## config.mk

```make
export PLATFORM = sky130hd
export DESIGN_NAME = uart_tx_sched
export DESIGN_NICKNAME = d
export VERILOG_FILES = /design/src/rtl/uart_tx_sched.sv
export SDC_FILE = /design/constraint.sdc
export NUM_CORES = 1
export LEC_CHECK = 0
export BUFFER_PORTS_ARGS = -buffer_cell sky130_fd_sc_hd__buf_2
export CORE_ASPECT_RATIO = 1.2
export CORE_UTILIZATION = 44
export DETAILED_ROUTE_END_ITERATION = 10
export PLACE_DENSITY = 0.85
export SLEW_MARGIN = 20
export SYNTH_ARGS = -nofsm -noshare
export SYNTH_HDL_FRONTEND = slang
export SYNTH_SLANG_ARGS = --single-unit
export TNS_END_PERCENT = 5
```

## constraint.sdc

```tcl
create_clock -name clk -period 3.6 [get_ports clk]
set_input_delay 0.54 -clock clk [delete_from_list [all_inputs] [get_ports clk]]
set_output_delay 0.54 -clock clk [all_outputs]
set_load 0.005 [all_outputs]
```

## src/rtl/uart_tx_sched.sv

```systemverilog
// uart_tx_sched: round-robin scheduler sharing one UART transmitter between NREQ byte producers.
// The winning request's byte and parity settings are latched, launched with a one-cycle
// data_valid pulse, and then the transmitter's busy flag is tracked until the frame ends.
//
// Ports:
//   clk, rst          system clock, synchronous active-high reset
//   req_valid         per-requester request (held with stable data until req_ready)
//   req_data          byte for requester i at [8i+7:8i]
//   req_par_en/typ    per-requester parity enable / type (0 even, 1 odd)
//   req_ready         one-hot combinational accept strobe
//   tx_p_data         latched byte to transmitter P_DATA
//   tx_data_valid     one-cycle launch pulse to transmitter
//   tx_par_en/typ     latched parity settings to transmitter
//   tx_busy           transmitter busy flag
//   grant_id          index of the requester owning the transmitter
//   tx_done           one-cycle pulse when the frame completes
//   tmo_err           one-cycle pulse when busy never rose after a launch
//
// Optional feature: define UART_TX_SCHED_GAP_EN to insert GAP_CYCLES idle guard cycles after
// every completed frame; tx_done then pulses in the first guard cycle.
module uart_tx_sched #(
  parameter int unsigned NREQ       = 4,
  parameter int unsigned BUSY_TMO   = 4,
  parameter int unsigned GAP_CYCLES = 16
) (
  input  logic                    clk,
  input  logic                    rst,
  input  logic [NREQ-1:0]         req_valid,
  input  logic [8*NREQ-1:0]       req_data,
  input  logic [NREQ-1:0]         req_par_en,
  input  logic [NREQ-1:0]         req_par_typ,
  output logic [NREQ-1:0]         req_ready,
  output logic [7:0]              tx_p_data,
  output logic                    tx_data_valid,
  output logic                    tx_par_en,
  output logic                    tx_par_typ,
  input  logic                    tx_busy,
  output logic [$clog2(NREQ)-1:0] grant_id,
  output logic                    tx_done,
  output logic                    tmo_err
);

  localparam int unsigned IdW  = $clog2(NREQ);
  localparam int unsigned TmoW = $clog2(BUSY_TMO + 1);

`ifdef UART_TX_SCHED_GAP_EN
  localparam int unsigned GapW = $clog2(GAP_CYCLES + 1);
  typedef enum logic [2:0] {StIdle, StLaunch, StWaitBusy, StWaitDone, StGuard} state_e;
`else
  typedef enum logic [1:0] {StIdle, StLaunch, StWaitBusy, StWaitDone} state_e;
  // GAP_CYCLES only matters when the guard state is built in.
  if (GAP_CYCLES == 0) begin : g_gap_unused
  end
`endif

  state_e            state_q, state_d;
  logic [IdW-1:0]    rr_q, rr_d;
  logic [IdW-1:0]    gid_q, gid_d;
  logic [7:0]        data_q, data_d;
  logic              pe_q, pe_d;
  logic              pt_q, pt_d;
  logic [TmoW-1:0]   tmo_cnt_q, tmo_cnt_d;
`ifdef UART_TX_SCHED_GAP_EN
  logic [GapW-1:0]   gap_cnt_q, gap_cnt_d;
`endif

  // Round-robin pick: first asserted request scanning upward from rr_q, wrapping.
  logic           win_found;
  logic [IdW-1:0] win_idx;
  always_comb begin
    int unsigned idx;
    win_found = 1'b0;
    win_idx   = '0;
    idx       = 0;
    for (int unsigned k = 0; k < NREQ; k++) begin
      idx = (32'(rr_q) + k) % NREQ;
      if (!win_found && req_valid[idx]) begin
        win_found = 1'b1;
        win_idx   = IdW'(idx);
      end
    end
  end

  // Pointer moves just past the requester that last owned the transmitter.
  logic [IdW-1:0] rr_next;
  assign rr_next = (32'(gid_q) == NREQ - 1) ? '0 : gid_q + IdW'(1);

  always_comb begin
    state_d       = state_q;
    rr_d          = rr_q;
    gid_d         = gid_q;
    data_d        = data_q;
    pe_d          = pe_q;
    pt_d          = pt_q;
    tmo_cnt_d     = tmo_cnt_q;
`ifdef UART_TX_SCHED_GAP_EN
    gap_cnt_d     = gap_cnt_q;
`endif
    req_ready     = '0;
    tx_data_valid = 1'b0;
    tx_done       = 1'b0;
    tmo_err       = 1'b0;

    unique case (state_q)
      StIdle: begin
        if (win_found && !tx_busy) begin
          req_ready[win_idx] = 1'b1;
          data_d             = req_data[32'(win_idx)*8 +: 8];
          pe_d               = req_par_en[win_idx];
          pt_d               = req_par_typ[win_idx];
          gid_d              = win_idx;
          state_d            = StLaunch;
        end
      end
      StLaunch: begin
        tx_data_valid = 1'b1;
        tmo_cnt_d     = '0;
        state_d       = StWaitBusy;
      end
      StWaitBusy: begin
        if (tx_busy) begin
          state_d = StWaitDone;
        end else if (32'(tmo_cnt_q) == BUSY_TMO) begin
          // Transmitter never picked the byte up: drop it and move on.
          tmo_err = 1'b1;
          rr_d    = rr_next;
          state_d = StIdle;
        end else begin
          tmo_cnt_d = tmo_cnt_q + TmoW'(1);
        end
      end
      StWaitDone: begin
        if (!tx_busy) begin
          rr_d = rr_next;
`ifdef UART_TX_SCHED_GAP_EN
          gap_cnt_d = '0;
          state_d   = StGuard;
`else
          tx_done   = 1'b1;
          state_d   = StIdle;
`endif
        end
      end
`ifdef UART_TX_SCHED_GAP_EN
      StGuard: begin
        if (gap_cnt_q == '0) tx_done = 1'b1;
        if (32'(gap_cnt_q) == GAP_CYCLES - 1) begin
          state_d = StIdle;
        end else begin
          gap_cnt_d = gap_cnt_q + GapW'(1);
        end
      end
`endif
      default: state_d = StIdle;
    endcase

    // A reset cycle abandons any frame: no strobes escape while it is applied.
    if (rst) begin
      req_ready     = '0;
      tx_data_valid = 1'b0;
      tx_done       = 1'b0;
      tmo_err       = 1'b0;
    end
  end

  always_ff @(posedge clk) begin
    if (rst) begin
      state_q   <= StIdle;
      rr_q      <= '0;
      gid_q     <= '0;
      data_q    <= '0;
      pe_q      <= 1'b0;
      pt_q      <= 1'b0;
      tmo_cnt_q <= '0;
`ifdef UART_TX_SCHED_GAP_EN
      gap_cnt_q <= '0;
`endif
    end else begin
      state_q   <= state_d;
      rr_q      <= rr_d;
      gid_q     <= gid_d;
      data_q    <= data_d;
      pe_q      <= pe_d;
      pt_q      <= pt_d;
      tmo_cnt_q <= tmo_cnt_d;
`ifdef UART_TX_SCHED_GAP_EN
      gap_cnt_q <= gap_cnt_d;
`endif
    end
  end

  assign tx_p_data  = data_q;
  assign tx_par_en  = pe_q;
  assign tx_par_typ = pt_q;
  assign grant_id   = gid_q;

endmodule

```

### Word level (Yosys, flattened, before mapping)

Cells that the tools add are included.

| storage, ports and cells | value |
|---|---|
| register bits | 19 |
| memory bits (read-only) | 0 |
| word-level logic and storage cells | 93 |
| memories kept | 0 |
| bits in latches | 0 |
| RAM bits | 0 |
| output and inout port bits | 19 |
| input bits | 47 |

| cells by class | value |
|---|---|
| equality and inequality tests | 11 |
| $add $sub $neg | 5 |
| multiplexer cells | 47 |
| div/mod/pow operators | 0 |
| order comparisons | 6 |
| bitwise logic cells | 0 |
| reduce and logical (&&, ||, !) cells | 16 |
| $mul | 0 |
| shift-type cells | 1 |

Operators with widths:

| cell | count |
|---|---|
| variable part select 32 x 6 -> 8 bit | 1 |
| 2-to-1 mux 2 bit | 12 |
| 2-to-1 mux 1 bit | 20 |
| less-than comparator 2 x 3 -> 1 bit, second input constant | 5 |
| binary-select mux 1 bit (select 2 bit) | 6 |
| 2-to-1 mux 4 bit | 3 |
| inequality test 2 bit, second input constant | 5 |
| one-hot mux 2 bit (4 select lines) | 1 |
| equality test 2 bit, second input constant | 3 |
| 2-to-1 mux 3 bit | 2 |
| one-hot mux 3 bit (2 select lines) | 1 |
| AND reduction 3 bit | 2 |
| logical AND 1 bit | 5 |
| adder 2 x 1 -> 2 bit, second input constant | 2 |
| adder 2 bit, second input constant | 2 |
| zero test 1 bit | 4 |
| one-hot mux 2 bit (2 select lines) | 1 |
| AND reduction 4 bit | 1 |
| nonzero test 2 bit | 2 |
| adder 3 x 1 -> 3 bit, second input constant | 1 |
| equality test 3 bit, second input constant | 1 |
| inequality test 3 bit, second input constant | 1 |
| demux 1 bit (select 2 bit) | 1 |
| equality test 2 x 1 -> 1 bit, second input constant | 1 |
| 3 further kinds | 3 |

### Logic depth before layout (Yosys ltp)

Gate-level depths: netlist of the first run.

| logic depth | value |
|---|---|
| depth in word-level cells | 19 |
| gate-level depth with buffers | 7 |
| mapped depth without buffers | 7 |

### Worst setup path before layout of the first run

No wires, ideal clock.

| path | value |
|---|---|
| path kind | input -> output |
| start | in tx_busy |
| end | out req_ready[2] |
| stages | 5 |
| buffers on the path | 2 |
| path slack | 1.414 ns |
| data arrival time | 1.646 ns |
| path through | or4_1 -> buf_2 -> nor4_2 -> buf_2 -> and2_1 |

| between the ends | value |
|---|---|
| cells in the longest elaborated chain, start to end | 5 |

Ends and longest elaborated chain:

| element | RTL line | RTL |
|---|---|---|
| start: declaration | 37 | `input logic tx_busy,` |
| zero test 1 bit | - |  |
| logical AND 1 bit | 106 | `if (win_found && !tx_busy) begin` |
| 2-to-1 mux 4 bit | 106 |  |
| 2-to-1 mux 4 bit | 104 | `unique case (state_q)` |
| 2-to-1 mux 4 bit | 158 | `if (rst) begin` |
| end: declaration | 32 | `output logic [NREQ-1:0] req_ready,` |

No other way between the ends.

### Worst setup path after layout of the first run

| path | value |
|---|---|
| start | reg state_q[0] |
| end | out req_ready[3] |

| between the ends | value |
|---|---|
| cells in the longest elaborated chain, start to end | 3 |

Ends and longest elaborated chain:

| element | RTL line | RTL |
|---|---|---|
| start: declaration | 56 | `state_e state_q, state_d;` |
| start signal: assignment | 168 | `state_q <= StIdle;` |
| start signal: assignment | 179 | `state_q <= state_d;` |
| zero test 2 bit | 104 |  |
| 2-to-1 mux 4 bit | 104 |  |
| 2-to-1 mux 4 bit | 158 |  |

No other way between the ends.

==> impl_metrics.py, run 1 <==
metrics = {
    "worst_setup_path": {
        "required_ns": 3.06,
        "slowest_stage": "or4_1",
        "worstSetupStartpointType": "flip-flop",
        "reg2reg_slack_ns": 1.36,
        "cp_slowest_stage_delay_ns": 0.67,
        "critical_path.top_delay_family": "simple AND/OR/NAND/NOR gates",
        "crit_chain": "or4_1, nor4_2, and2_1, buf_2",
        "timing.rr.end": "tx_p_data[3]",
        "rr_worst_depth": 6,
        "r2r-start": "rr_q[1]",
        "critPathMaxFanout": 10,
        "crit_arrival_ns": 2.14,
        "path_buf_inv": 1,
        "crit_path_end_kind": "primary output",
        "critPathKind": "flip-flop to primary output",
    },
    "synthesis": {
        "synth-edff-count": 0,
        "yosysSeqAreaShare_pct": 30.1,
        "yosysWarnings": 0,
        "synth_cells": 144,
        "ys_top_cells_by_count": "dfxtp_1, o211ai_1, mux2i_1",
        "netlist_top_cells_area": "dfxtp_1, mux2i_1, o211ai_1, a32o_1, a211o_1",
        "synth-async-reset-ratio_pct": 0,
        "netlist.top_cell.by_area": "dfxtp_1",
        "synth_flop_cell": "dfxtp_1",
        "postSynthAreaPerCell_um2": 8.78,
        "syn_area_mm2": 0.00126,
        "synth.ff_latch_count": 19,
        "yosysTopAreaCellShare_pct": 30.1,
        "synth_cell_type_count": 29,
        "syn_nets": 194,
    },
    "run": {
        "maxCapViolations": 0,
    },
    "global_route": {
        "antenna_found_initial": 0,
        "grt_pass1_wl_um": 5040,
        "grt_pass1_vias": 1182,
        "grt-ovfl-total": 0,
        "grt_max_degree": 24,
        "track_usage_pct": 21.6,
    },
    "detailed_routing": {
        "route.detailed.drc": 0,
        "viasPerCell": 5.60,
        "wirelength_um": 3280,
        "detail_route.wl_per_cell_um": 13.8,
        "vias": 1327,
        "ant_nets": 0,
        "first_iter_violations": 25,
        "drt_first_pass_iters": 4,
    },
    "clock_network": {
        "htreeDepth": 1,
        "hold_buffers": 0,
        "cts_buffers": 3,
        "cts_root_buf": "clkbuf_4",
        "insertion_delay_ns": 0.30,
        "clk_transition_reported_paths_ns": 0.12,
        "cts_tree": "yes",
        "cts_resized": 0,
        "post_cts_buffers": 0,
        "cts.sinks": 19,
        "clockBufferDepth": 2,
    },
    "timing": {
        "fin_skew_ns": 0.00621,
        "rsz0062_at_grt": "no",
        "period_needed_ns": 2.68,
        "finalCritPeriodShare_pct": 74.5,
        "slew_viol_final": 0,
        "worst_pin_slew_ns": 0.486,
        "hold_violations": 0,
        "slew-limit-headroom_pct": 67.3,
        "setup_viol": 0,
        "whs_ns": 0.426,
        "fin_tns_setup_ns": 0,
        "fmax_mhz": 373,
    },
    "final_layout": {
        "drive_gt1_share_pct": 38.7,
        "final_area_mm2": 0.00164,
        "finalNetCount": 255,
        "seqCellArea_um2": 380,
        "fillers": 249,
        "multi_input_area_um2": 811,
        "area_growth_pct": 29.5,
        "diodes": 0,
    },
    "floorplanning": {
        "die-area_mm2": 0.00309,
        "die_x_um": 50.9,
        "num_io_pins": 66,
        "initial_utilization_pct": 48.1,
        "coreArea_mm2": 0.00263,
        "die_h_um": 60.7,
        "rows": 20,
    },
    "power_and_ir_drop": {
        "p_leak_uw": 0.000827,
        "powerDensity_mw_per_mm2": 293,
        "total_power_uw": 479,
        "vdd_drop_max_mv": 0.183,
    },
    "min_path": {
        "hold_depth": 2,
        "hold_end": "tx_p_data[0]",
        "hp-class": "primary input to flip-flop",
        "holdCritStartpoint": "req_data[24]",
    },
    "placement": {
        "hpwl_um": 2380,
        "portBuffers": 65,
        "routabilityCongestion": 0.821,
        "placed_area_mm2": 0.00161,
    },
    "status": {
        "status": "finished clean",
    },
}
[state kept, by name, indices dropped and copies added (netlist names)]
name and flops:
tx_p_data 8, rr_q 2, tx_par_typ 1, tmo_cnt_q 3
tx_par_en 1, grant_id 2, state_q 2
[stage by stage]
step	utilization [%]	cells	worst slack [ns]
2_1_floorplan	-	144	1.41
3_3_place_gp	61.3	233	1.02
3_5_place_dp	61.3	233	0.972
4_1_cts	62.3	237	0.900
5_1_grt	62.3	237	0.801
6_report	62.3	237	0.918
[power by group]
part / leakage (uW) / internal (uW) / switching, uW
sequential: 0.000155 / 226 / 9.95
combinational: 0.000654 / 65.7 / 66.0
clock: 0.0000177 / 41.4 / 69.9
total: 0.000827 / 333 / 146
[worst max path at each step]
stage	start	end	slack, ns	cells after the start
after floorplan	tx_busy	req_ready[2]	1.41	5
after global placement	req_valid[2]	req_ready[3]	1.02	6
after detailed placement	req_valid[2]	req_ready[3]	0.97	6
after CTS	state_q[0]	req_ready[3]	0.90	4
after global routing	state_q[0]	req_ready[3]	0.80	4
final	state_q[0]	req_ready[3]	0.92	4
[layout by cell type, fill, tap and decap left out, drive strengths merged]
master,instances
mux2i,15
nand2b,3
a311oi,1
nor2b,3
nor4bb,2
o211ai,19
nor4,3
o21ai,1
clkinv,1
dfxtp,19
nand2,5
a211o,9
nor3b,2
nor3,6
nor2,13
or4,1
a32o,9
nor4b,1
or3,1
ha,3
inv,4
and2,2
clkbuf,3
xor2,1
a21oi,7
buf,70
[routing by layer]
| layer | up-vias | global-route usage [%] | routed length (um) |
|---|---|---|---|
| li1 | 677 | - | - |
| met2 | 46 | 39.7 | 1580 |
| met4 | 0 | 8.33 | 17 |
| met3 | 2 | 4.26 | 219 |
| met5 | - | 0 | 0 |
| met1 | 602 | 24.7 | 1470 |
[area by class of cell]
| class | instances | area share [%] |
|---|---|---|
| Clock buffer | 3 | 1.38 |
| Clock inverter | 1 | 0.306 |
| Multi-Input combinational cell | 107 | 49.5 |
| Sequential cell | 19 | 23.2 |
| Timing Repair Buffer | 70 | 22.2 |
| Inverter | 4 | 0.917 |
| Tap cell | 33 | 2.52 |
[cell families (layout without fill, tap and decap cells)]
family          count (synthesis)  in the layout  share of synthesized area, %
buf+inv                        18             78                          6.63
flops                          19             19                          30.1
simple gates                   42             42                          18.8
compound gates                 46             46                          29.0
mux                            15             15                          11.9
xor+xnor                        1              1                         0.693
fa+ha+maj                       3              3                          2.97
Note: power is estimated with default switching activity, not from simulation.
==> run 2: changes to the inputs <==
Clock period 3.6 ns to 2.65 ns, I/O delays scaled along.
==> run 2 against run 1 <==
Non-clock buffer count increased by 2. Cell area rose by 1.5%. Critical path depth grew 1. Sequential cell count did not move. Utilization is 0.90 points higher. Final cell count is 0.84% higher. Clock power is 30% higher. Combinational power increased by 39%. Hold slack worse by 0.12 ns. Sequential power is 36% higher. Clock skew decreased by 0.0049 ns. Sequential share of layout area is 0.33 points lower. Largest power group unchanged. Highest routed layer unchanged.
==> impl_metrics.py, run 2 (synthesis results as in run 1) <==
metrics = {
    "worst_setup_path": {
        "timing.rr.end": "tx_p_data[3]",
        "cp_slowest_stage_delay_ns": 0.69,
        "cp.depth": 5,
        "crit_arrival_ns": 2.05,
        "path_buf_inv": 1,
        "crit_start": "rr_q[1]",
        "worstSetupStartpointType": "flip-flop",
        "required_ns": 2.25,
        "crit_path_end_kind": "primary output",
        "r2r-start": "rr_q[1]",
        "reg2reg_slack_ns": 0.51,
        "slowest_stage": "or3_2",
        "rr_worst_depth": 6,
        "critical_path.top_delay_family": "simple AND/OR/NAND/NOR gates",
        "crit_chain": "mux2i_1, nor2_1, or3_2, and2_1, buf_2",
        "critPathKind": "flip-flop to primary output",
        "critPathMaxFanout": 18,
        "endpoint": "req_ready[2]",
    },
    "placement": {
        "portBuffers": 65,
        "hpwl_um": 2500,
        "placed_area_mm2": 0.00163,
        "dp_cells": 235,
        "routabilityCongestion": 0.830,
    },
    "min_path": {
        "holdCritStartpoint": "req_data[25]",
        "hp-class": "primary input to flip-flop",
    },
    "final_layout": {
        "finalNetCount": 257,
        "layout_common_cells": "buf_2, o211ai_1, dfxtp_1, mux2i_1, nor2_1",
        "fin_cells": 239,
        "fillers": 244,
        "drive_gt1_share_pct": 39.3,
        "final_area_mm2": 0.00166,
        "multi_input_area_um2": 821,
        "largest_reg_flops": 8,
        "diodes": 0,
        "seqCellArea_um2": 380,
        "layout_commonest_cell": "buf_2",
        "area_growth_pct": 31.4,
    },
    "power_and_ir_drop": {
        "vdd_drop_max_mv": 0.277,
        "powerDensity_mw_per_mm2": 390,
        "total_power_uw": 648,
        "p_leak_uw": 0.000842,
    },
    "global_route": {
        "grt_pass1_vias": 1219,
        "grt_pass1_wl_um": 5080,
        "grt_max_degree": 23,
        "grt-ovfl-total": 0,
        "track_usage_pct": 21.7,
        "antenna_found_initial": 0,
    },
    "detailed_routing": {
        "wirelength_um": 3250,
        "detail_route.wl_per_cell_um": 13.6,
        "route.detailed.drc": 0,
        "drt_first_pass_iters": 4,
        "viasPerCell": 5.68,
        "vias": 1357,
        "ant_nets": 0,
        "first_iter_violations": 50,
    },
    "clock_network": {
        "clk_transition_reported_paths_ns": 0.10,
        "cts_buffers": 3,
        "cts.sinks": 19,
        "clockBufferDepth": 2,
        "post_cts_buffers": 0,
        "cts_root_buf": "clkbuf_4",
        "cts_tree": "yes",
        "insertion_delay_ns": 0.29,
        "hold_buffers": 0,
        "htreeDepth": 1,
    },
    "floorplanning": {
        "initial_utilization_pct": 48.1,
        "die_h_um": 60.7,
        "rows": 20,
        "coreArea_mm2": 0.00263,
        "die-area_mm2": 0.00309,
        "die_x_um": 50.9,
        "num_io_pins": 66,
    },
    "timing": {
        "slew-limit-headroom_pct": 60.5,
        "setup_viol": 0,
        "rsz0062_at_grt": "no",
        "hold_violations": 0,
        "period_needed_ns": 2.45,
        "slew_viol_final": 0,
        "fin_skew_ns": 0.00126,
        "worst_pin_slew_ns": 0.587,
        "finalCritPeriodShare_pct": 92.4,
        "fmax_mhz": 408,
        "whs_ns": 0.302,
        "fin_tns_setup_ns": 0,
    },
    "status": {
        "status": "finished clean",
    },
    "run": {
        "maxCapViolations": 0,
    },
}
[run 2: changes by cell type in the layout (fill, tap and decap cells not counted)]
cell / change
or3_1: -1
nor4b_4: +1
clkbuf_1: +1
nor4b_2: -1
buf_4: +2
clkinv_2: -1
or3_2: +1
[run 2: layer usage]
metal	wire (um)	vias to the layer above	part of all wire [%]	global-route usage [%]
met1	1390	616	43	24.4
met5	0	-	0	0
li1	-	678	-	-
met3	254	4	7.8	3.51
met4	22	0	0.68	5.95
met2	1590	59	49	41.7
[run 2: final cells by class]
| class | instances | area share (%) |
|---|---|---|
| Sequential cell | 19 | 22.9 |
| Timing Repair Buffer | 72 | 22.7 |
| Multi-Input combinational cell | 107 | 49.4 |
| Inverter | 4 | 0.904 |
| Tap cell | 33 | 2.48 |
| Clock buffer | 4 | 1.58 |
[run 2: through the flow]
stage	worst slack, ns	utilization [%]
floorplan	0.749	-
global placement	0.429	61.9
detailed placement	0.349	61.9
CTS	0.146	62.9
global route	0.0455	63.2
finish	0.200	63.2
[run 2: worst min path at each step]
stage	to	slack, ns	cells past startpoint
floorplan	tx_p_data[6]	0.46	2
global placement	tx_p_data[6]	0.46	2
detailed placement	state_q[0]	0.49	2
CTS	tx_p_data[0]	0.29	2
global route	tx_p_data[4]	0.29	2
finish	tx_p_data[1]	0.30	2
[run 2: power breakdown]
group          leakage [uW]  internal, uW  total [uW]  switching (uW)
sequential         0.000155           307         320            13.2
clock             0.0000150          58.5         144            85.5
combinational      0.000671          91.8         183            91.7
total              0.000842           457         648             190
[run 2: worst reg2reg max path: stages (launching register included)]
cell	delay, ns
dfxtp_1	0.45
mux2i_1	0.22
nor2_1	0.07
or3_2	0.69
buf_4	0.26
mux2i_1	0.14
a211o_1	0.23
[run 2: timing repair]
item                       4_1_cts  5_1_grt
gates resized for setup          0        2
setup endpoints to repair        0        3
hold endpoints to repair         0        0
